$ cat src/rtl/charlieplex_scroller.sv
// Column FIFO and scroll engine feeding a 7x5 charlieplex display over Wishbone.
// The CPU pushes 5-bit columns; each scroll tick shifts one into the frame and rewrites all five rows.
module charlieplex_scroller #(
  parameter int pClkHz    = 0,
  parameter int pScrollHz = 10,
  parameter int pDepth    = 16
) (
  input  logic        clk,
  input  logic        rst,
  input  logic        s_stb,
  input  logic        s_we,
  input  logic [3:0]  s_adr,
  input  logic [31:0] s_dat_i,
  output logic [31:0] s_dat_o,
  output logic        s_ack,
  output logic        m_stb,
  output logic        m_we,
  output logic [3:0]  m_adr,
  output logic [31:0] m_dat,
  input  logic        m_ack
);

  // A degenerate clock/scroll ratio collapses to a tick on every cycle.
  localparam int PRaw = (pScrollHz > 0) ? (pClkHz / pScrollHz) : 1;
  localparam int P    = (PRaw < 1) ? 1 : PRaw;
  localparam int CW   = (P > 1) ? $clog2(P) : 1;
  localparam int AW   = (pDepth > 1) ? $clog2(pDepth) : 1;
  localparam logic [CW-1:0] TickMax  = CW'(P - 1);
  localparam logic [AW:0]   DepthVal = (AW + 1)'(pDepth);

  typedef enum logic [2:0] {
    StClear,
    StIdle,
    StShift,
    StWrite,
    StWait,
    StGap
  } state_e;

  state_e          state_q, state_d;
  logic [2:0]      row_q, row_d;
  logic [4:0]      frame_q [0:6];
  logic [4:0]      frame_d [0:6];
  logic [4:0]      col_q, col_d;
  logic [CW-1:0]   cnt_q;
  logic            pause_q;
  logic            ovf_q, ovf_d;
  logic            flushPend_q;
  logic            sAck_q;
  logic [31:0]     sDat_q, sDat_d;
  logic [4:0]      mem_q [0:pDepth-1];
  logic [AW-1:0]   wrPtr_q, rdPtr_q;
  logic [AW:0]     count_q;

  logic tick, access, wrAcc, rdAcc;
  logic push, doPush, pop, fifoClear, flushReq, pauseWr, statusRd;
  logic full, empty, mStb;
  logic [6:0] rowBits;

  assign tick     = (cnt_q == TickMax);
  assign access   = s_stb & ~sAck_q;
  assign wrAcc    = access & s_we;
  assign rdAcc    = access & ~s_we;
  assign push     = wrAcc & (s_adr == 4'd0);
  assign flushReq = wrAcc & (s_adr == 4'd1) & s_dat_i[0];
  assign pauseWr  = wrAcc & (s_adr == 4'd2);
  assign statusRd = rdAcc & (s_adr == 4'd1);
  assign full     = (count_q == DepthVal);
  assign empty    = (count_q == '0);
  assign doPush   = push & ~fifoClear & (~full | pop);

  always_ff @(posedge clk) begin
    if (rst) begin
      cnt_q <= '0;
    end else if (tick) begin
      cnt_q <= '0;
    end else begin
      cnt_q <= cnt_q + 1'b1;
    end
  end

  always_comb begin
    sDat_d = '0;
    if (rdAcc) begin
      case (s_adr)
        4'd1:    sDat_d = {23'b0, ovf_q, full, empty, 6'(count_q)};
        4'd2:    sDat_d = {31'b0, pause_q};
        default: sDat_d = '0;
      endcase
    end
    ovf_d = ovf_q;
    if (push & ~doPush & ~fifoClear) begin
      ovf_d = 1'b1;
    end else if (statusRd) begin
      ovf_d = 1'b0;
    end
  end

  // Slave side: one ack per strobe, and the register access lands on the same edge.
  always_ff @(posedge clk) begin
    if (rst) begin
      sAck_q      <= 1'b0;
      sDat_q      <= '0;
      pause_q     <= 1'b0;
      ovf_q       <= 1'b0;
      flushPend_q <= 1'b0;
    end else begin
      sAck_q <= s_stb & ~sAck_q;
      if (access) begin
        sDat_q <= sDat_d;
      end
      if (pauseWr) begin
        pause_q <= s_dat_i[0];
      end
      ovf_q       <= ovf_d;
      flushPend_q <= (flushPend_q & ~fifoClear) | flushReq;
    end
  end

  always_ff @(posedge clk) begin
    if (doPush) begin
      mem_q[wrPtr_q] <= s_dat_i[4:0];
    end
  end

  always_ff @(posedge clk) begin
    if (rst || fifoClear) begin
      wrPtr_q <= '0;
      rdPtr_q <= '0;
      count_q <= '0;
    end else begin
      if (doPush) begin
        wrPtr_q <= wrPtr_q + 1'b1;
      end
      if (pop) begin
        rdPtr_q <= rdPtr_q + 1'b1;
      end
      case ({doPush, pop})
        2'b10:   count_q <= count_q + 1'b1;
        2'b01:   count_q <= count_q - 1'b1;
        default: count_q <= count_q;
      endcase
    end
  end

  always_ff @(posedge clk) begin
    if (rst) begin
      state_q <= StClear;
      row_q   <= '0;
      col_q   <= '0;
      for (int c = 0; c < 7; c++) begin
        frame_q[c] <= '0;
      end
    end else begin
      state_q <= state_d;
      row_q   <= row_d;
      col_q   <= col_d;
      frame_q <= frame_d;
    end
  end

  // A pending flush is only honoured from IDLE, so an in-flight refresh always completes first.
  always_comb begin
    state_d   = state_q;
    row_d     = row_q;
    col_d     = col_q;
    frame_d   = frame_q;
    pop       = 1'b0;
    fifoClear = 1'b0;
    case (state_q)
      StClear: begin
        for (int c = 0; c < 7; c++) begin
          frame_d[c] = '0;
        end
        row_d   = '0;
        state_d = StWrite;
      end
      StIdle: begin
        if (flushPend_q) begin
          fifoClear = 1'b1;
          state_d   = StClear;
        end else if (tick && !pause_q && !empty) begin
          pop     = 1'b1;
          col_d   = mem_q[rdPtr_q];
          state_d = StShift;
        end
      end
      StShift: begin
        for (int c = 0; c < 6; c++) begin
          frame_d[c] = frame_q[c+1];
        end
        frame_d[6] = col_q;
        row_d      = '0;
        state_d    = StWrite;
      end
      StWrite: state_d = StWait;
      StWait: begin
        if (m_ack) begin
          state_d = StGap;
        end
      end
      StGap: begin
        if (row_q == 3'd4) begin
          state_d = StIdle;
        end else begin
          row_d   = row_q + 3'd1;
          state_d = StWrite;
        end
      end
      default: state_d = StClear;
    endcase
  end

  always_comb begin
    rowBits = '0;
    for (int c = 0; c < 7; c++) begin
      rowBits[c] = frame_q[c][row_q];
    end
  end

  assign mStb    = (state_q == StWrite) || (state_q == StWait);
  assign m_stb   = mStb;
  assign m_we    = 1'b1;
  assign m_adr   = mStb ? {1'b0, row_q} : 4'd0;
  assign m_dat   = mStb ? {25'b0, rowBits} : 32'd0;
  assign s_ack   = sAck_q;
  assign s_dat_o = sDat_q;

endmodule

$ cat config.mk
export PLATFORM = sky130hd
export DESIGN_NAME = charlieplex_scroller
export DESIGN_NICKNAME = d
export VERILOG_FILES = /design/src/rtl/charlieplex_scroller.sv
export SDC_FILE = /design/constraint.sdc
export NUM_CORES = 1
export LEC_CHECK = 0
export CELL_PAD_IN_SITES_DETAIL_PLACEMENT = 1
export CELL_PAD_IN_SITES_GLOBAL_PLACEMENT = 1
export CORE_MARGIN = 2
export CORE_UTILIZATION = 35
export DETAILED_ROUTE_END_ITERATION = 12
export DONT_BUFFER_PORTS = 1
export GPL_TIMING_DRIVEN = 0
export HOLD_SLACK_MARGIN = 0.03
export PLACE_DENSITY = 0.62
export SKIP_CTS_REPAIR_TIMING = 1
export SLEW_MARGIN = 20
export SYNTH_ARGS = -nofsm -noshare
export SYNTH_HDL_FRONTEND = slang
export SYNTH_SLANG_ARGS = --single-unit
$ cat constraint.sdc
create_clock -name clk -period 6.16 [get_ports clk]
set_input_delay 1.54 -clock clk [delete_from_list [all_inputs] [get_ports clk]]
set_output_delay 1.54 -clock clk [all_outputs]
set_load 0.02 [all_outputs]
Word-level counts from Yosys, hierarchy flattened
Memories as Yosys holds them, arrays and structs flattened. A register that Yosys moved wholly into a read port is not among the register bits.
Index checks and enable logic that the tools add are counted.
{ "word_totals": {"register_bits": 91, "latchBits": 0, "ramBits": 80, "romBits": 0, "input_bits": 41, "output_inout_bits": 71, "word_cells": 116, "n_memories": 1} }
{ "op_classes": {"addsub": 6, "multipliers": 0, "n_div": 0, "order_cmp": 1, "n_eq_ne": 14, "n_shift": 0, "mux": 36, "bitwise": 22, "n_reduce_logical": 18} }
{ "memory_table": {"columns": ["name", "depth", "word_bits", "read_ports", "rd_ports_with_merged_regs", "write_ports", "line_no", "rtl"], "rows": [
  ["mem_q", 16, 5, 1, 1, 1, "51", "logic [4:0] mem_q [0:pDepth-1];"]
]} }
{ "op_table": {"columns": ["op", "count"], "rows": [
  ["35-bit one-hot mux with 2 select lines", 1],
  ["1-bit binary-select mux with 3-bit select", 7],
  ["9-bit one-hot mux with 2 select lines", 1],
  ["1-bit two-way mux", 16],
  ["3-bit two-way mux", 5],
  ["3-bit one-hot mux with 5 select lines", 1],
  ["1-bit AND", 13],
  ["5-bit one-hot mux with 2 select lines", 1],
  ["3-bit == test, second input constant", 3],
  ["9-bit two-way mux", 1],
  ["4-bit by 1-bit adder with 4-bit output, second input constant", 2],
  ["2-bit nonzero test", 4],
  ["7-bit two-way mux", 1],
  ["1-bit NOT", 7],
  ["3-bit by 2-bit == test with 1-bit output, second input constant", 2],
  ["3-bit one-hot mux with 2 select lines", 1],
  ["5-bit by 1-bit adder with 5-bit output, second input constant", 1],
  ["5-bit == test, second input constant", 1],
  ["5-bit logical NOT", 1],
  ["5-bit by 1-bit subtractor with 5-bit output, second input constant", 1],
  ["4-bit by 1-bit == test with 1-bit output, second input constant", 1],
  ["4-bit by 2-bit == test with 1-bit output, second input constant", 1],
  ["4-bit logical NOT", 1],
  ["3-bit by 4-bit less-than comparator with 1-bit output, second input constant", 1],
  ["other kinds (16)", 23]
]} }

Longest topological paths before layout
{ "logic_depth": {"word_depth": 12, "mapped_depth": 11} }

Least setup slack after synthesis
Ideal clock, no wire load.
{ "synth_path": {"path_kind": "input port to flip-flop", "startpoint": "input s_adr[0]", "endpoint": "memory mem_q[0][0] (enable)", "setup_time_ps": 374, "arrival_time_ps": 2985, "slack_ps": 2801, "path_stages": 6, "n_path_buf": 1, "cell_sequence": "nor3_1 > nor4bb_1 > and2_1 > buf_2 > nand2_1 > nor3_1"} }
{ "synth_between": {"elab_chain_cells": 6} }
{ "synth_rtl": {"columns": ["element", "line_no", "rtl"], "rows": [
  ["start, declared", "12", "input logic [3:0] s_adr,"],
  ["4-bit logical NOT", "64", "assign push = wrAcc & (s_adr == 4'd0);"],
  ["1-bit AND", "64", null],
  ["1-bit AND (2 in a row)", "70", "assign doPush = push & ~fifoClear & (~full | pop);"],
  ["1-bit two-way mux", "121", "if (doPush) begin"],
  ["1-bit two-way mux (implied by the code)", "122", "mem_q[wrPtr_q] <= s_dat_i[4:0];"],
  ["end, declared", "51", null]
]} }
No other way between the ends.

Worst setup path after layout
{ "layout_path": {"startpoint": "register row_q[0]", "endpoint": "output m_dat[2]"} }
{ "layout_between": {"elab_chain_cells": 3} }
{ "layout_rtl": {"columns": ["element", "line_no", "rtl"], "rows": [
  ["start, declared", "41", "logic [2:0] row_q, row_d;"],
  ["start signal, assigned", "156", "row_q <= row_d;"],
  ["1-bit binary-select mux with 3-bit select", "217", "rowBits[c] = frame_q[c][row_q];"],
  ["1-bit two-way mux (implied by the code)", "217", null],
  ["7-bit two-way mux", "225", "assign m_dat = mStb ? {25'b0, rowBits} : 32'd0;"],
  ["end, declared", "19", "output logic [31:0] m_dat,"]
]} }
No other way between the ends. The select of a mux whose other input is x is not followed.

==> metrics.cfg <==
[run_status]
status=complete, no violations

[place]
dp_hpwl_um=10200
gp_congestion=0.790
port_buffers=0
placed_cell_area_um2=7090

[power]
p_clk_share_pct=46.8
netSwitchingFraction_pct=23.2
seq_power_share_pct=48.1
p_leak_nw=2.78
vdd.ir_drop.worst_v=0.000239
p_per_area_nw_per_um2=290
power.internal_mw=1.71
power_frac_comb_pct=5.1
finalPower_mw=2.23
switchingPower_mw=0.518

[floorplan]
floorplan.rows=50
die_h_um=141
io_pins=112
die_area_um2=20000
core_area_um2=18600
die_w_um=141
start_util_pct=35.5

[min_path]
hold_path_depth=1
hp-class=reg -> reg

[sta]
max_slew_margin_pct=42.0
hold_viol_final=0
tightestPinTransition_ps=863
fmax_ghz=0.264
skew_ps=9.84
finalCritPeriodShare_pct=61.4
rsz0062_at_grt=false
setup_tns_ps=0
final-setup-viol-count=0
post-route-min-period_ps=3790
slew_violations=0

[global_routing]
grt_max_degree=19
grt_pass1_vias=4310
grt_pass1_wl_um=23000
antenna_found_initial=0
grt_overflow_total=0
gr-usage-all-layers_pct=14.9

[setup_path]
rr_worst_depth=6
slowest_stage=clkbuf_1
worst_path_largest_cell_delay_ps=630
crit_buf_inv=1
cp.required_ps=4620
critPathLaunchType=flop
crit_cells=4
crit_family=buffers and inverters
end_kind=output pin
path_cells=clkbuf_1, mux4_2, nand2b_1, a21oi_1
cp_max_fo=10
critPathKind=reg -> out
crit_arrival_ps=2250

[synth]
synth.area.top_cells=edfxtp_1, dfxtp_1, mux4_2
ys_top_cells_by_count=edfxtp_1, dfxtp_1, nor2_1
synth.top_cell.area_share_pct=36.3
syn_area_per_cell_um2=12.8
ys_ff_latch=152
seq_area_frac_synth_pct=58.1
yosys.area.top_type=edfxtp_1
synth-main-ff-cell=edfxtp_1
synth_edf_count=80
yosysUniqueCellTypes=54
yosys_warnings=0
syn_area_um2=6610
yosysMostFrequentCell=edfxtp_1
synth_cells=516
async_flop_share_pct=0

[clocking]
cts.path.max_buffers=2
clk_pin_slew_ps=70
clkSinkCount=152
root_buffer=clkbuf_16
tritoncts=done
clock_latency_ps=420
cts-buffers-inserted=17
htree_levels=4

[finish]
utilization_pct=41.2
fillers=1993
design_area_um2=7690
num-nets-final=637
n_antenna_cell=0
drive_gt1_share_pct=21.2
syn2layout_area_growth_pct=16.2

[detailed_routing]
drc=0
wl_per_cell_um=16.9
drt_pre_antenna_iters=4
viasPerCell=4.91
final_antenna_net_count=0
drt-total-wl_um=14100
drtIter0Drc=164
dr_total_vias=4085

[job]
drv_cap=0

-- worst reg2reg max path, cell delays in order (launching register included) --
cell,delay (ps)
dfxtp_1,380
and3b_1,340
nor4bb_1,530
and2_1,210
buf_2,160
nand2_1,160
nor3_1,700
-- power groups by stage --
stage                     logic, mW  clock network (mW)  registers (mW)
after floorplan              0.0978                   0            1.09
after global placement        0.112                   0            1.09
after detailed placement      0.112                   0            1.09
after CTS                     0.113                1.07            1.07
after global routing          0.126                1.11            1.07
final                         0.114                1.05            1.07
-- layer usage --
layer / GRT usage (%) / vias up / share of wire, %
li1: - / 1945 / -
met1: 19.2 / 2032 / 45
met3: 3.85 / 18 / 4.1
met5: 0 / - / 0
met2: 24.7 / 90 / 49
met4: 4.84 / 0 / 1.6
-- kinds of logic (layout without fill, tap and decap cells) --
family	Yosys count	after routing	share of synthesized area, %
muxes	32	32	9.97
other	2	52	0.114
adders and majority gates	11	11	2.19
buffers and inverters	88	120	8.10
and+or+nand+nor	135	135	10.4
xor gates and xnor gates	10	10	1.32
AOI/OAI and AO/OA	86	86	9.78
DFF	152	152	58.1
-- through the flow --
step / instances / hold WS [ps] / setup WS [ps]
final: 832 / 483 / 2370
after global routing: 832 / 494 / 2190
after CTS: 832 / 487 / 2320
after detailed placement: 800 / 470 / 2080
after global placement: 800 / 459 / 2090
after floorplan: 566 / 443 / 2800
-- area by class of cell --
| type | instances | area (um2) | share of cell area (%) |
|---|---|---|---|
| sequential | 152 | 3840 | 50.0 |
| multi-input combinational | 326 | 2420 | 31.5 |
| buffer | 78 | 497 | 6.46 |
| clock buffer | 17 | 425 | 5.53 |
| tap | 234 | 293 | 3.81 |
| clock inverter | 15 | 168 | 2.18 |
| inverter | 10 | 38.8 | 0.505 |
-- state kept, by name, summed over array words and instances (netlist names) --
signal,flops
row_q,3
rdPtr_q,4
frame_q,35
s_ack,1
mem_q,80
flushPend_q,1
wrPtr_q,4
cnt_q,1
count_q,5
state_q,3
col_q,5
s_dat_o,8
ovf_q,1
pause_q,1
-- worst paths after layout --
| kind | slack [ps] | from | endpoint |
|---|---|---|---|
| min | 480 | frame_q[34]$_SDFFE_PP0N_ | frame_q[34]$_SDFFE_PP0N_ |
| min reg2reg | 480 | frame_q[34]$_SDFFE_PP0N_ | frame_q[34]$_SDFFE_PP0N_ |
| max reg2reg | 3290 | s_ack$_SDFF_PP0_ | mem_q[2][2]$_DFFE_PP_ |
| max | 2370 | row_q[0]$_SDFFE_PP0P_ | m_dat[2] |
-- layout by cell type (no fill, tap or decap), types with 2 or more instances in the layout --
master | Yosys | routed
ha_1 | 10 | 10
clkinv_4 | 0 | 5
buf_4 | 51 | 51
nor4bb_1 | 2 | 2
bufinv_16 | 0 | 2
a31oi_1 | 6 | 6
clkbuf_1 | 21 | 21
inv_8 | 0 | 3
edfxtp_1 | 80 | 80
nor2_1 | 52 | 52
nor2b_1 | 5 | 5
nor3_1 | 11 | 11
a22o_1 | 35 | 35
nand2_1 | 20 | 20
a21oi_1 | 20 | 20
mux2i_1 | 4 | 4
clkinv_2 | 1 | 3
inv_1 | 9 | 9
buf_2 | 4 | 4
conb_1 | 2 | 52
nand2b_1 | 11 | 11
xor2_1 | 7 | 7
xnor2_1 | 3 | 3
nand3_1 | 15 | 15
o21ai_0 | 2 | 2
o32ai_1 | 3 | 3
nand4_1 | 2 | 2
clkbuf_16 | 0 | 17
dfxtp_1 | 72 | 72
a22oi_1 | 13 | 13
mux4_2 | 27 | 27
or2_2 | 2 | 2
Power figures use the tool's default switching activity.
